## config.mk

```make
export PLATFORM = sky130hd
export DESIGN_NAME = transmissor_arduino_flat
export DESIGN_NICKNAME = d
export VERILOG_FILES = /design/src/rtl/transmissor_arduino_pkg.sv /design/src/rtl/transmissor_arduino_if.sv /design/src/rtl/transmissor_arduino_gerador_baud.sv /design/src/rtl/transmissor_arduino.sv /design/src/flat_wrapper.sv
export SDC_FILE = /design/constraint.sdc
export NUM_CORES = 1
export LEC_CHECK = 0
export BUFFER_PORTS_ARGS = -buffer_cell sky130_fd_sc_hd__buf_4
export CAP_MARGIN = 25
export CELL_PAD_IN_SITES_DETAIL_PLACEMENT = 0
export CELL_PAD_IN_SITES_GLOBAL_PLACEMENT = 1
export CORE_MARGIN = 2
export CORE_UTILIZATION = 50
export CTS_BUF_LIST = sky130_fd_sc_hd__clkbuf_4 sky130_fd_sc_hd__clkbuf_8
export CTS_CLUSTER_SIZE = 16
export DETAILED_ROUTE_END_ITERATION = 10
export HOLD_SLACK_MARGIN = 0.12
export PLACE_DENSITY_LB_ADDON = 0.1
export SLEW_MARGIN = 30
export SYNTH_ARGS = -nofsm -noshare
export SYNTH_HDL_FRONTEND = slang
export SYNTH_HIERARCHICAL = 1
export SYNTH_SLANG_ARGS = --single-unit
```

## constraint.sdc

```tcl
create_clock -name clock -period 4.55 [get_ports clock]
set_clock_uncertainty 0.1 [all_clocks]
set_input_delay 0.2275 -clock clock [delete_from_list [all_inputs] [get_ports clock]]
set_output_delay 0.2275 -clock clock [all_outputs]
set_load 0.01 [all_outputs]
```

## src/rtl/transmissor_arduino_pkg.sv

```systemverilog
// Shared constants and types for the FPGA-to-Arduino sound command link.
// The Arduino firmware decodes commands using these same field positions.
package transmissor_arduino_pkg;

    typedef enum logic [2:0] {
        OCIOSO = 3'd0,
        START  = 3'd1,
        DADOS  = 3'd2,
        STOP   = 3'd3
    } estado_t;

    localparam int POS_ATIVO           = 7;
    localparam int POS_SEL             = 6;
    localparam int NOTA_MSB            = 3;
    localparam int NOTA_LSB            = 0;
    localparam int CLKS_PER_BIT_PADRAO = 434;

    // Bits 5:4 are reserved and always sent as zero.
    function automatic logic [7:0] monta_byte(input logic ativo, input logic sel,
                                              input logic [3:0] nota);
        logic [7:0] b;
        b                    = '0;
        b[POS_ATIVO]         = ativo;
        b[POS_SEL]           = sel;
        b[NOTA_MSB:NOTA_LSB] = nota;
        return b;
    endfunction

endpackage

```

## src/rtl/transmissor_arduino_if.sv

```systemverilog
// Command inputs from the game datapath and serial/status outputs of the transmitter.
interface transmissor_arduino_if;
    logic       ativo;
    logic       sel_memoria;
    logic [3:0] nota;
    logic       tx;
    logic       ocupado;
    logic       enviado;
    logic [2:0] db_estado;

    modport master (output ativo, sel_memoria, nota,
                    input  tx, ocupado, enviado, db_estado);
    modport slave  (input  ativo, sel_memoria, nota,
                    output tx, ocupado, enviado, db_estado);
endinterface

```

## src/rtl/transmissor_arduino_gerador_baud.sv

```systemverilog
// Bit-period counter: counts 0..CLKS_PER_BIT-1 and ticks fim_bit on the last cycle of each bit.
module gerador_baud
    import transmissor_arduino_pkg::*;
#(
    parameter int CLKS_PER_BIT = CLKS_PER_BIT_PADRAO
) (
    input  logic clock,
    input  logic reset,
    input  logic limpa,
    output logic fim_bit,
    output logic quase_fim
);
    localparam int W = (CLKS_PER_BIT > 1) ? $clog2(CLKS_PER_BIT) : 1;
    localparam logic [W-1:0] CNT_MAX = W'(CLKS_PER_BIT - 1);
    localparam logic [W-1:0] CNT_PEN = W'(CLKS_PER_BIT - 2);

    logic [W-1:0] cnt_q, cnt_d;

    // NOTE: every always_comb output gets a default first so no path can infer a latch.
    always_comb begin
        cnt_d = cnt_q;
        if (limpa || cnt_q == CNT_MAX) cnt_d = '0;
        else                           cnt_d = cnt_q + W'(1);
    end

    // NOTE: reset is synchronous and active-high; state uses non-blocking assignments only.
    always_ff @(posedge clock) begin
        if (reset) cnt_q <= '0;
        else       cnt_q <= cnt_d;
    end

    assign fim_bit   = !limpa && (cnt_q == CNT_MAX);
    // One cycle early, so the owner can register a pulse aligned with fim_bit.
    assign quase_fim = !limpa && (cnt_q == CNT_PEN);

endmodule

```

## src/rtl/transmissor_arduino.sv

```systemverilog
// 8N1 UART transmitter that sends the sound command byte whenever it differs from the last one sent.
module transmissor_arduino
    import transmissor_arduino_pkg::*;
#(
    parameter int CLKS_PER_BIT = CLKS_PER_BIT_PADRAO
) (
    input  logic                  clock,
    input  logic                  reset,
    transmissor_arduino_if.slave  bus
);
    estado_t    estado_q, estado_d;
    logic [7:0] ultimo_q, ultimo_d;
    logic [7:0] shift_q, shift_d;
    logic [2:0] bit_q, bit_d;
    logic       tx_q, tx_d;
    logic       ocupado_q, ocupado_d;
    logic       enviado_q, enviado_d;
    logic       limpa, fim_bit, quase_fim;
    logic [7:0] byte_cmd;

    gerador_baud #(.CLKS_PER_BIT(CLKS_PER_BIT)) u_baud (
        .clock     (clock),
        .reset     (reset),
        .limpa     (limpa),
        .fim_bit   (fim_bit),
        .quase_fim (quase_fim)
    );

    assign byte_cmd = monta_byte(bus.ativo, bus.sel_memoria, bus.nota);

    always_comb begin
        estado_d = estado_q;
        ultimo_d = ultimo_q;
        shift_d  = shift_q;
        bit_d    = bit_q;
        limpa    = 1'b0;
        unique case (estado_q)
            OCIOSO: begin
                limpa = 1'b1;
                // Inputs are only sampled here; whatever changed mid-frame, the latest value wins.
                if (byte_cmd != ultimo_q) begin
                    shift_d  = byte_cmd;
                    ultimo_d = byte_cmd;
                    bit_d    = '0;
                    estado_d = START;
                end
            end
            START: if (fim_bit) estado_d = DADOS;
            DADOS: begin
                if (fim_bit) begin
                    shift_d = shift_q >> 1;
                    bit_d   = bit_q + 3'd1;
                    if (bit_q == 3'd7) estado_d = STOP;
                end
            end
            STOP: if (fim_bit) estado_d = OCIOSO;
            default: begin
                limpa    = 1'b1;
                estado_d = OCIOSO;
            end
        endcase
    end

    // Outputs are decoded from the next state so they land in flops alongside it.
    always_comb begin
        tx_d = 1'b1;
        case (estado_d)
            START:   tx_d = 1'b0;
            DADOS:   tx_d = shift_d[0];
            default: tx_d = 1'b1;
        endcase
        ocupado_d = (estado_d != OCIOSO);
        enviado_d = (estado_q == STOP) && quase_fim;
    end

    always_ff @(posedge clock) begin
        if (reset) begin
            estado_q  <= OCIOSO;
            ultimo_q  <= '0;
            shift_q   <= '0;
            bit_q     <= '0;
            tx_q      <= 1'b1;
            ocupado_q <= 1'b0;
            enviado_q <= 1'b0;
        end else begin
            estado_q  <= estado_d;
            ultimo_q  <= ultimo_d;
            shift_q   <= shift_d;
            bit_q     <= bit_d;
            tx_q      <= tx_d;
            ocupado_q <= ocupado_d;
            enviado_q <= enviado_d;
        end
    end

    assign bus.tx        = tx_q;
    assign bus.ocupado   = ocupado_q;
    assign bus.enviado   = enviado_q;
    assign bus.db_estado = estado_q;

endmodule

```

## src/flat_wrapper.sv

```systemverilog
// flat-port wrapper written by rule: the top's interface ports become plain ports
module transmissor_arduino_flat import transmissor_arduino_pkg::*;
#(
    parameter int CLKS_PER_BIT = CLKS_PER_BIT_PADRAO
)
  (clock, reset, bus_ativo, bus_sel_memoria, bus_nota, bus_tx, bus_ocupado, bus_enviado, bus_db_estado);
  transmissor_arduino_if bus_i ();
  input  logic clock;
  input  logic reset;
  input wire logic [$bits(bus_i.ativo)-1:0] bus_ativo;
  input wire logic [$bits(bus_i.sel_memoria)-1:0] bus_sel_memoria;
  input wire logic [$bits(bus_i.nota)-1:0] bus_nota;
  output wire logic [$bits(bus_i.tx)-1:0] bus_tx;
  output wire logic [$bits(bus_i.ocupado)-1:0] bus_ocupado;
  output wire logic [$bits(bus_i.enviado)-1:0] bus_enviado;
  output wire logic [$bits(bus_i.db_estado)-1:0] bus_db_estado;
  assign bus_i.ativo = bus_ativo;
  assign bus_i.sel_memoria = bus_sel_memoria;
  assign bus_i.nota = bus_nota;
  assign bus_tx = bus_i.tx;
  assign bus_ocupado = bus_i.ocupado;
  assign bus_enviado = bus_i.enviado;
  assign bus_db_estado = bus_i.db_estado;
  transmissor_arduino #(.CLKS_PER_BIT(CLKS_PER_BIT)) u_core (.clock(clock), .reset(reset), .bus(bus_i));
endmodule
```

==> reports/summary.txt, run 1 <==
post-synthesis cell area: 1460 um2
GP Congestion: 0.825
num rows: 19
total gr overflow: 0
period utilisation layout: 61.9%
# DRC: 0
Final Cell Area: 1770 um2
Final Hold Fails: 0
synthesized instance count: 161
nets: 199
largest net degree at the start of global routing: 23
Slew Limit Fails: 0
crit end category: flip-flop
Startpoint Class: flip-flop
Synthesis Warnings: 6
# port buffers: 13
Clk Latency, worst-skew pair: 0.34 ns
Clock Pin Slew Worst Setup and Hold Paths: 0.11 ns
die area: 3360 um2
average vias per placed instance: 5.52
P_leak: 0.649 nW
final setup vio count: 0
Post-synth EDFFs: 0
global-route wire length before repair: 5150 um
Post-Syn Nets: 174
CORE AREA: 2760 um2
outcome: finished, final reports clean
initial antenna violation count: 0
f_max: 355 MHz
Max FO, Critical Path: 10
Syn-to-layout area delta: 21.5%
DR vias: 1203
fill cell count: 248
PD cells: 337 nW/um2
Seq/Total Area, Yosys: 43.9%
Worst VDD drop: 0.305 mV
CTS tree: built
IO Count: 14
share of post-route cells with drive strength above 1: 15.5%
clk buf depth: 2
CP required: 4.66 ns
Chip Width: 58.0 um
Synth cell types: 40
cts repair resizes: 0
WL/cell: 13.4 um
Final Routed Wirelength: 2920 um
WP data arrival: 2.93 ns
setup_tns: 0 ns
Worst-Margin Slew: 0.780 ns
RSZ-0062 raised after global routing: no
drt pass-1 iters: 4
n_diodes: 0
commonest non-fill, non-tap cell in the layout: dfxtp_1
Slew Limit Headroom: 47.6%
ANT nets after route: 0
die height: 58.0 um
clk sinks: 32
Hold WC Path Type: reg2reg
Clock Tree Root: clkbuf_4
vias in the first global route: 1146
Crit Path Class: reg2reg
H-Tree Depth: 2
GRT Total Usage: 20.4%
asr flop ratio synth: 0%
syn avg cell area: 9.05 um2
Post-synth top flop: dfxtp_1
most frequent cells in the layout: 32 x dfxtp_1, 16 x nand3_1, 14 x nand2_1, 14 x a21oi_1
Synth Register Bits: 32
Max Cap Viol: 0
Tmin final: 2.82 ns
cts bufs inserted: 5
drt first-iter violations: 46
post-DP HPWL: 1910 um
Starting Density: 52.9%
DP Area: 1560 um2
-- through the flow --
stage / utilization (%) / power [mW] / cells / hold WS, ns / setup slack [ns]
2_1_floorplan: - / 0.334 / 161 / 0.271 / 2.09
3_3_place_gp: 56.4 / 0.347 / 198 / 0.343 / 1.82
3_5_place_dp: 56.4 / 0.349 / 198 / 0.343 / 1.72
4_1_cts: 64.2 / 0.602 / 218 / 0.350 / 1.71
5_1_grt: 64.2 / 0.623 / 218 / 0.380 / 1.52
6_report: 64.2 / 0.596 / 218 / 0.342 / 1.73
-- worst max-delay path, stage by stage (launching register included) --
cell	delay, ns
dfxtp_1	0.35
or4b_4	0.57
nor4_1	0.67
and4bb_1	0.54
nand2_1	0.10
o21ai_0	0.13
a21oi_2	0.08
a2bb2oi_1	0.16
-- area by class of cell --
cell class / instances / area, um2 / area share (%)
inverters: 6 / 22.5 / 1.27
clock inverters: 1 / 30.0 / 1.70
multi-input cells: 116 / 756 / 42.7
well taps: 31 / 38.8 / 2.19
flip-flops and latches: 32 / 641 / 36.2
clock buffers: 7 / 65.1 / 3.67
repair buffers: 25 / 218 / 12.3
-- synthesized netlist by cell type, drive strengths merged (2+ instances only) --
library cell	number	area, um2
nand4	4	25.0
clkbuf	3	12.5
nand2	14	52.6
buf	4	26.3
mux2i	4	40.0
or3	4	26.3
nor4	3	18.8
dfxtp	32	641
inv	6	22.5
o21ai	6	33.8
nor2	13	48.8
ha	5	62.6
nand3	17	90.1
a32oi	2	17.5
a21oi	15	78.8
xnor2	7	61.3
a31oi	2	12.5
nor3	3	26.3
xor2	3	26.3
-- repair_timing --
item	CTS	global route
hold buffers	12	0
buffers inserted	0	0
hold endpoints to repair	15	0
-- cells by family after synthesis --
logic type / synth area share (%)
and+or+nand+nor: 24.1
DFF: 43.9
AOI/OAI and AO/OA: 14.4
buffers and inverters: 4.21
xor gates and xnor gates: 6.01
adders and majority gates: 4.29
muxes: 2.75
other: 0.257
-- routing by layer --
layer | part of all wire (%) | global-route usage, %
met5 | 0 | 0
met4 | 0.92 | 9.97
met3 | 4.0 | 6.03
met2 | 48 | 32.1
met1 | 47 | 25.4
-- registers in the layout (all words and copies together) (netlist names) --
signal                count
u_core/ultimo_q           6
u_core/bus.tx             1
u_core/u_baud/cnt_q       9
u_core/shift_q            8
u_core/bus.ocupado        1
u_core/bit_q              3
u_core/bus.db_estado      3
u_core/bus.enviado        1
-- final timing paths --
check | slack, ns | cells past startpoint | endpoint | startpoint
setup / recovery | 1.73 | 7 | u_core/bus.tx | u_core/u_baud/cnt_q[6]
hold reg to reg | 0.34 | 2 | u_core/shift_q[4] | u_core/shift_q[5]
hold / removal | 0.34 | 2 | u_core/shift_q[4] | u_core/shift_q[5]
setup reg to reg | 1.73 | 7 | u_core/bus.tx | u_core/u_baud/cnt_q[6]
-- power breakdown --
| group | total (mW) | internal [mW] | switching (mW) |
|---|---|---|---|
| Clock | 0.245 | 0.146 | 0.0992 |
| Sequential | 0.296 | 0.289 | 0.00697 |
| Combinational | 0.0554 | 0.0287 | 0.0267 |
Power figures use the tool's default switching activity.
==> run 2: changes to the inputs <==
- CORE_UTILIZATION: 50 -> 42
- clock period: 4.55 -> 2.4 ns (I/O delays scaled with it)
==> run 2 against run 1 <==
Net effect: final cell count rose by 9.2%; sequential share of layout area fell by 0.65 points; global-route usage fell by 3.0 points; register-to-register slack got worse by 1.6 ns; clock-buffer cell count fell by 1; sequential power rose by 88%; combinational power rose by 110%; critical path type unchanged; largest cell class unchanged.
==> reports/summary.txt, run 2 (synthesis results as in run 1) <==
Max FO, Critical Path: 12 (was 10)
fill cell count: 319 (was 248)
initial antenna violation count: 0 (unchanged)
H-Tree Depth: 2 (unchanged)
Sw Share: 24.9% (was 22.3%)
Starting Density: 43.7% (was 52.9%)
# DRC: 0 (unchanged)
num rows: 21 (was 19)
CP required: 2.53 ns (was 4.66 ns)
IO Count: 14 (unchanged)
delay of the slowest critical-path stage: 0.55 ns (was 0.67 ns)
Slew Limit Fails: 0 (unchanged)
fin cells: 238 (was 218)
Final Routed Wirelength: 3100 um (was 2920 um)
average vias per placed instance: 5.26 (was 5.52)
Startpoint Class: flip-flop (unchanged)
total gr overflow: 0 (unchanged)
GP Congestion: 0.760 (was 0.825)
Top reg by flops: u_core/u_baud/cnt_q (unchanged)
clk sinks: 32 (unchanged)
most frequent cells in the layout: 32 x dfxtp_1, 19 x buf_4, 16 x nand3_1 (was 32 x dfxtp_1, 16 x nand3_1, 14 x nand2_1, 14 x a21oi_1)
Worst VDD drop: 0.315 mV (was 0.305 mV)
share of post-route cells with drive strength above 1: 18.2% (was 15.5%)
commonest non-fill, non-tap cell in the layout: dfxtp_1 (unchanged)
die area: 3960 um2 (was 3360 um2)
WP data arrival: 2.43 ns (was 2.93 ns)
crit end category: flip-flop (unchanged)
Final Power: 0.966 mW (was 0.596 mW)
Clock power frac: 30.4% (was 41.1%)
clk buf depth: 2 (unchanged)
setup_tns: 0 ns (unchanged)
Psw: 0.241 mW (was 0.133 mW)
global-route wire length before repair: 5370 um (was 5150 um)
WL/cell: 13.0 um (was 13.4 um)
drt first-iter violations: 83 (was 46)
final setup vio count: 0 (unchanged)
Clock Pin Slew Worst Setup and Hold Paths: 0.11 ns (about the same)
f_max: 436 MHz (was 355 MHz)
max reg flops: 9 (unchanged)
Worst Path Buf+Inv: 3 (was 0)
Hold WC Path Type: reg2reg (unchanged)
n_diodes: 0 (unchanged)
Int Power: 0.726 mW (was 0.463 mW)
crit-path most repeated cell: buf_4
vias in the first global route: 1181 (was 1146)
Tmin final: 2.30 ns (was 2.82 ns)
Final Hold Fails: 0 (unchanged)
largest net degree at the start of global routing: 23 (unchanged)
# port buffers: 13 (unchanged)
Crit path max-delay family: buffers and inverters (was simple AND/OR/NAND/NOR gates)
CORE AREA: 3340 um2 (was 2760 um2)
outcome: finished, final reports clean (unchanged)
Clock Tree Root: clkbuf_4 (unchanged)
Post-CTS Setup Bufs: 0 (unchanged)
crit-path cells: buf_4, nor3_4, o21ai_4, buf_4, nand2_1, a21oi_1, dlygate4sd3_1 (was or4b_4, nor4_1, and4bb_1, nand2_1, o21ai_0, a21oi_2, a2bb2oi_1)
Reg power frac: 57.6% (was 49.6%)
post-DP HPWL: 2040 um (was 1910 um)
Syn-to-layout area delta: 23.7% (was 21.5%)
Crit Path Class: reg2reg (unchanged)
Max Cap Viol: 0 (unchanged)
nets: 205 (was 199)
DR vias: 1252 (was 1203)
combinational fraction of design power: 12.0% (was 9.3%)
die height: 62.9 um (was 58.0 um)
drt pass-1 iters: 4 (unchanged)
P_leak: 0.661 nW (was 0.649 nW)
Chip Width: 62.9 um (was 58.0 um)
period utilisation layout: 95.6% (was 61.9%)
RSZ-0062 raised after global routing: no (unchanged)
GRT Total Usage: 17.3% (was 20.4%)
CTS tree: built (unchanged)
critical path's slowest cell: dlygate4sd3_1 (was nor4_1)
PD cells: 536 nW/um2 (was 337 nW/um2)
cts bufs inserted: 5 (unchanged)
Placed Cells: 219 (was 198)
ANT nets after route: 0 (unchanged)
Clk Latency, worst-skew pair: 0.33 ns (was 0.34 ns)
biggest regs: u_core/u_baud/cnt_q x9, u_core/shift_q x8, u_core/ultimo_q x6 (unchanged)
## run 2: cell types whose count changed in the layout (fill, tap and decap cells not counted), sizes merged
cell | previous run | this run
bufinv | 1 | 0
clkinv | 0 | 1
clkbuf | 7 | 6
buf | 13 | 19
## run 2: metrics by stage
stage / worst slack [ns] / utilization [%] / instance area (um2) / hold slack (ns)
after floorplan: 0.123 / - / 1460 / 0.164
after global routing: 0.0123 / 54.0 / 1800 / 0.403
after detailed placement: 0.208 / 48.7 / 1630 / 0.286
after CTS: 0.104 / 53.8 / 1800 / 0.375
final: 0.105 / 54.0 / 1800 / 0.372
after global placement: 0.294 / 48.7 / 1630 / 0.276
## run 2: repair_timing
action	CTS	global route
endpoints found under the setup margin	0	1
hold buffers	12	0
gates resized for setup	0	1
hold endpoints to repair	20	0
## run 2: worst register-to-register path, cell delays in order, from the launching register on
cell           delay [ns]
dfxtp_1              0.42
buf_4                0.20
nor3_4               0.42
o21ai_4              0.17
buf_4                0.22
nand2_1              0.07
a21oi_1              0.06
dlygate4sd3_1        0.55
## run 2: metal layers
layer | vias to the layer above | global-route usage [%] | wire length (um)
met5 | - | 0 | 0
met4 | 0 | 6.94 | 53
met3 | 6 | 5.41 | 114
met2 | 27 | 28.5 | 1490
met1 | 588 | 21.0 | 1440
li1 | 631 | - | -
## run 2: area by class of cell
| type | instances | area [um2] | area share (%) |
|---|---|---|---|
| Sequential cell | 32 | 641 | 35.5 |
| Clock buffer | 6 | 45.0 | 2.50 |
| Tap cell | 46 | 57.6 | 3.19 |
| Inverter | 6 | 22.5 | 1.25 |
| Multi-Input combinational cell | 116 | 769 | 42.7 |
| Clock inverter | 1 | 5.00 | 0.278 |
| Timing Repair Buffer | 31 | 263 | 14.6 |
## run 2: power groups by stage
stage               registers [mW]  logic, mW  clock network (mW)
floorplan                    0.570     0.0629                   0
detailed placement           0.569     0.0962                   0
global route                 0.559      0.127               0.340
finish                       0.557      0.116               0.294
CTS                          0.557      0.113               0.309
global placement             0.569     0.0956                   0
## run 2: worst paths after layout
kind | from | end | slack [ns] | depth (start not counted)
hold reg to reg | u_core/shift_q[5] | u_core/shift_q[4] | 0.37 | 2
hold / removal | u_core/shift_q[5] | u_core/shift_q[4] | 0.37 | 2
setup / recovery | u_core/bus.db_estado[1] | u_core/ultimo_q[6] | 0.10 | 7
setup reg to reg | u_core/bus.db_estado[1] | u_core/ultimo_q[6] | 0.10 | 7
==> run 3: changes to the inputs <==
- ABC_AREA: unset -> 1
- CORE_UTILIZATION: 42 -> 40
- PLACE_DENSITY_LB_ADDON: 0.1 -> 0.25
==> run 3 against run 2 <==
Net effect: final area grew 9.4%; non-clock buffer count decreased by 4; combinational power increased by 9%; global-route usage down 1.2 points; sequential power increased by 0.7%.
==> reports/summary.txt, run 3 <==
vias in the first global route: 1230 (was 1181)
Clock Pin Slew Worst Setup and Hold Paths: 0.06 ns (was 0.11 ns)
Hold WC Path Type: reg2reg (unchanged)
Post-synth top flop: dfxtp_1 (unchanged)
Crit path max-delay family: buffers and inverters (unchanged)
Synth cell types: 30 (was 40)
post-synthesis cell area: 1620 um2 (was 1460 um2)
CP required: 2.47 ns (was 2.53 ns)
period utilisation layout: 89.3% (was 95.6%)
Clk Latency, worst-skew pair: 0.28 ns (was 0.33 ns)
crit end category: flip-flop (unchanged)
share of post-route cells with drive strength above 1: 15.8% (was 18.2%)
IO Count: 14 (unchanged)
Layout Utilization: 50.0% (was 54.0%)
n_diodes: 0 (unchanged)
WP data arrival: 2.21 ns (was 2.43 ns)
Max Cap Viol: 0 (unchanged)
PD cells: 574 nW/um2 (was 536 nW/um2)
die area: 4570 um2 (was 3960 um2)
DP Area: 1760 um2 (was 1630 um2)
# port buffers: 13 (unchanged)
Synth Register Bits: 32 (unchanged)
Reg power frac: 49.6% (was 57.6%)
global-route wire length before repair: 5410 um (was 5370 um)
r2r startpoint: u_core/u_baud/cnt_q[0] (was u_core/bus.db_estado[1])
average vias per placed instance: 4.54 (was 5.26)
Synthesis Warnings: 6 (unchanged)
Startpoint Class: primary input (was flip-flop)
Post-Syn Nets: 243 (was 174)
Sw Share: 23.8% (was 24.9%)
worst reg-to-reg setup slack: 0.28 ns (was 0.10 ns)
WL/cell: 10.4 um (was 13.0 um)
# DRC: 0 (unchanged)
Worst Path Buf+Inv: 4 (was 3)
Tmin final: 2.14 ns (was 2.30 ns)
ANT nets after route: 0 (unchanged)
Starting Density: 41.0% (was 43.7%)
RSZ-0062 raised after global routing: no (unchanged)
reg2reg end: u_core/shift_q[6] (was u_core/ultimo_q[6])
setup_tns: 0 ns (unchanged)
syn avg cell area: 7.03 um2 (was 9.05 um2)
area share of the largest cell type after synthesis: 39.6% (was 43.9%)
CORE AREA: 3940 um2 (was 3340 um2)
Final Cell Area: 1970 um2 (was 1800 um2)
top cells by area, synth: dfxtp_1 40%, nand2_1 16%, inv_1 7.2% (was dfxtp_1 44%, nand3_1 5.5%, a21oi_1 4.8%)
register area: 641 um2 (unchanged)
final setup vio count: 0 (unchanged)
DR vias: 1402 (was 1252)
most frequent cells in the layout: 68 x nand2_1, 32 x dfxtp_1, 31 x inv_1 (was 32 x dfxtp_1, 19 x buf_4, 16 x nand3_1)
Clock power frac: 39.2% (was 30.4%)
Int Power: 0.862 mW (was 0.726 mW)
drt pass-1 iters: 4 (unchanged)
Seq/Total Area, Yosys: 39.6% (was 43.9%)
Max FO, Critical Path: 14 (was 12)
synthesized instance count: 230 (was 161)
drt first-iter violations: 79 (was 83)
Final Hold Fails: 0 (unchanged)
critical path's slowest cell: dlygate4sd3_1 (unchanged)
H-Tree Depth: 2 (unchanged)
clk sinks: 32 (unchanged)
Multi-input gate area: 813 um2 (was 769 um2)
P_leak: 0.798 nW (was 0.661 nW)
post-DP HPWL: 2240 um (was 2040 um)
crit-path most repeated cell: nand2_1 (was buf_4)
nets: 272 (was 205)
hold_sp: u_core/shift_q[5] (unchanged)
Psw: 0.270 mW (was 0.241 mW)
Syn-to-layout area delta: 21.9% (was 23.7%)
Chip Width: 67.6 um (was 62.9 um)
FF-to-FF path depth: 12 (was 7)
top-count cell post-synth: nand2_1 (was dfxtp_1)
biggest regs: u_core/u_baud/cnt_q x9, u_core/shift_q x8, u_core/ultimo_q x6 (unchanged)
Hold Path Depth: 2 (unchanged)
combinational fraction of design power: 11.2% (was 12.0%)
delay of the slowest critical-path stage: 0.55 ns (about the same)
num rows: 23 (was 21)
Fin Hold WS: 0.368 ns (was 0.372 ns)
Crit Path Class: in2reg (was reg2reg)
outcome: finished, final reports clean (unchanged)
GP Congestion: 0.749 (was 0.760)
cts bufs inserted: 5 (unchanged)
fill cell count: 391 (was 319)
asr flop ratio synth: 0% (unchanged)
f_max: 467 MHz (was 436 MHz)
Clock Tree Root: clkbuf_8 (was clkbuf_4)
GRT Total Usage: 16.1% (was 17.3%)
initial antenna violation count: 0 (unchanged)
area leader, netlist: dfxtp_1 (unchanged)
Post-synth EDFFs: 0 (unchanged)
max reg flops: 9 (unchanged)
clk buf depth: 2 (unchanged)
Final Routed Wirelength: 3210 um (was 3100 um)
CTS tree: built (unchanged)
commonest non-fill, non-tap cell in the layout: nand2_1 (was dfxtp_1)
WHS Endpoint: u_core/shift_q[4] (unchanged)
Slew Limit Fails: 0 (unchanged)
crit-path cells: dlygate4sd3_1, buf_4, nand2_1, nand2_1, nor2_2, nand3_2, nand2_4, inv_4, nand2_1, a21oi_1, dlygate4sd3_1 (was buf_4, nor3_4, o21ai_4, buf_4, nand2_1, a21oi_1, dlygate4sd3_1)
Top reg by flops: u_core/u_baud/cnt_q (unchanged)
total gr overflow: 0 (unchanged)
die height: 67.6 um (was 62.9 um)
Worst VDD drop: 0.332 mV (was 0.315 mV)
largest net degree at the start of global routing: 23 (unchanged)
Post-synth top cells: 68 x nand2_1, 32 x dfxtp_1, 31 x inv_1 (was 32 x dfxtp_1, 16 x nand3_1, 14 x a21oi_1, 14 x nand2_1, 13 x nor2_1)
[run 3: cell types whose count changed in the layout (fill, tap and decap cells not counted), moves of 7 or more]
| cell | before | now |
|---|---|---|
| clkbuf_8 | 0 | 7 |
| inv_1 | 6 | 31 |
| nand2_1 | 14 | 68 |
| nor2_1 | 13 | 22 |
[run 3: worst max path at each step]
| stage | slack (ns) | cells past startpoint | to | startpoint |
|---|---|---|---|---|
| finish | 0.26 | 11 | u_core/ultimo_q[7] | bus_nota[3] |
| global route | 0.009 | 12 | u_core/shift_q[6] | u_core/u_baud/cnt_q[0] |
| CTS | 0.26 | 12 | u_core/shift_q[6] | u_core/u_baud/cnt_q[0] |
| detailed placement | 0.28 | 12 | u_core/shift_q[6] | u_core/u_baud/cnt_q[0] |
| global placement | 0.34 | 12 | u_core/shift_q[1] | u_core/u_baud/cnt_q[0] |
| floorplan | 0.60 | 12 | u_core/bus.tx | u_core/u_baud/cnt_q[0] |
[run 3: per-stage QoR]
stage / total power, mW / worst slack, ns / std cells
6_report: 1.13 / 0.258 / 309
5_1_grt: 1.19 / 0.00907 / 309
4_1_cts: 1.15 / 0.256 / 309
3_5_place_dp: 0.685 / 0.279 / 290
3_3_place_gp: 0.685 / 0.336 / 290
2_1_floorplan: 0.650 / 0.604 / 230
[run 3: cell families (layout without fill, tap and decap cells)]
| family | after synthesis | count (layout) | share of synthesized area (%) |
|---|---|---|---|
| flops | 32 | 32 | 39.6 |
| other cells | 1 | 1 | 0.232 |
| simple gates | 117 | 117 | 32.7 |
| xor+xnor | 2 | 2 | 1.08 |
| buf+inv | 38 | 67 | 10.1 |
| compound gates | 35 | 35 | 12.4 |
| fa+ha+maj | 5 | 5 | 3.87 |
[run 3: timing repair]
| action | 4_1_cts | 5_1_grt |
|---|---|---|
| resized for setup | 0 | 0 |
| buffers inserted | 0 | 0 |
| hold buffers | 12 | 0 |
| hold endpoints to repair | 20 | 0 |
[run 3: layout make-up]
cell class              instances  share of cell area (%)
clock buffers                   7                    4.89
inverters                      33                    6.41
multi-input cells             160                    41.2
flip-flops and latches         32                    32.5
well taps                      50                    3.17
repair buffers                 27                    11.8
[run 3: power groups by stage]
| stage | sequential, mW | combinational (mW) | clock [mW] |
|---|---|---|---|
| 5_1_grt | 0.563 | 0.143 | 0.486 |
| 3_5_place_dp | 0.573 | 0.111 | 0 |
| 2_1_floorplan | 0.573 | 0.0763 | 0 |
| 3_3_place_gp | 0.573 | 0.112 | 0 |
| 4_1_cts | 0.561 | 0.128 | 0.463 |
| 6_report | 0.561 | 0.126 | 0.444 |
[run 3: layer usage]
layer / wire (um) / GRT usage (%)
met2: 1390 / 24.8
met3: 85 / 4.50
met5: 0 / 0
met1: 1660 / 20.4
met4: 69 / 8.42
[run 3: tightest hold or removal path, stage by stage (launching register included)]
cell     delay (ns)
dfxtp_1        0.31
nand2_1        0.06
a21oi_1        0.05
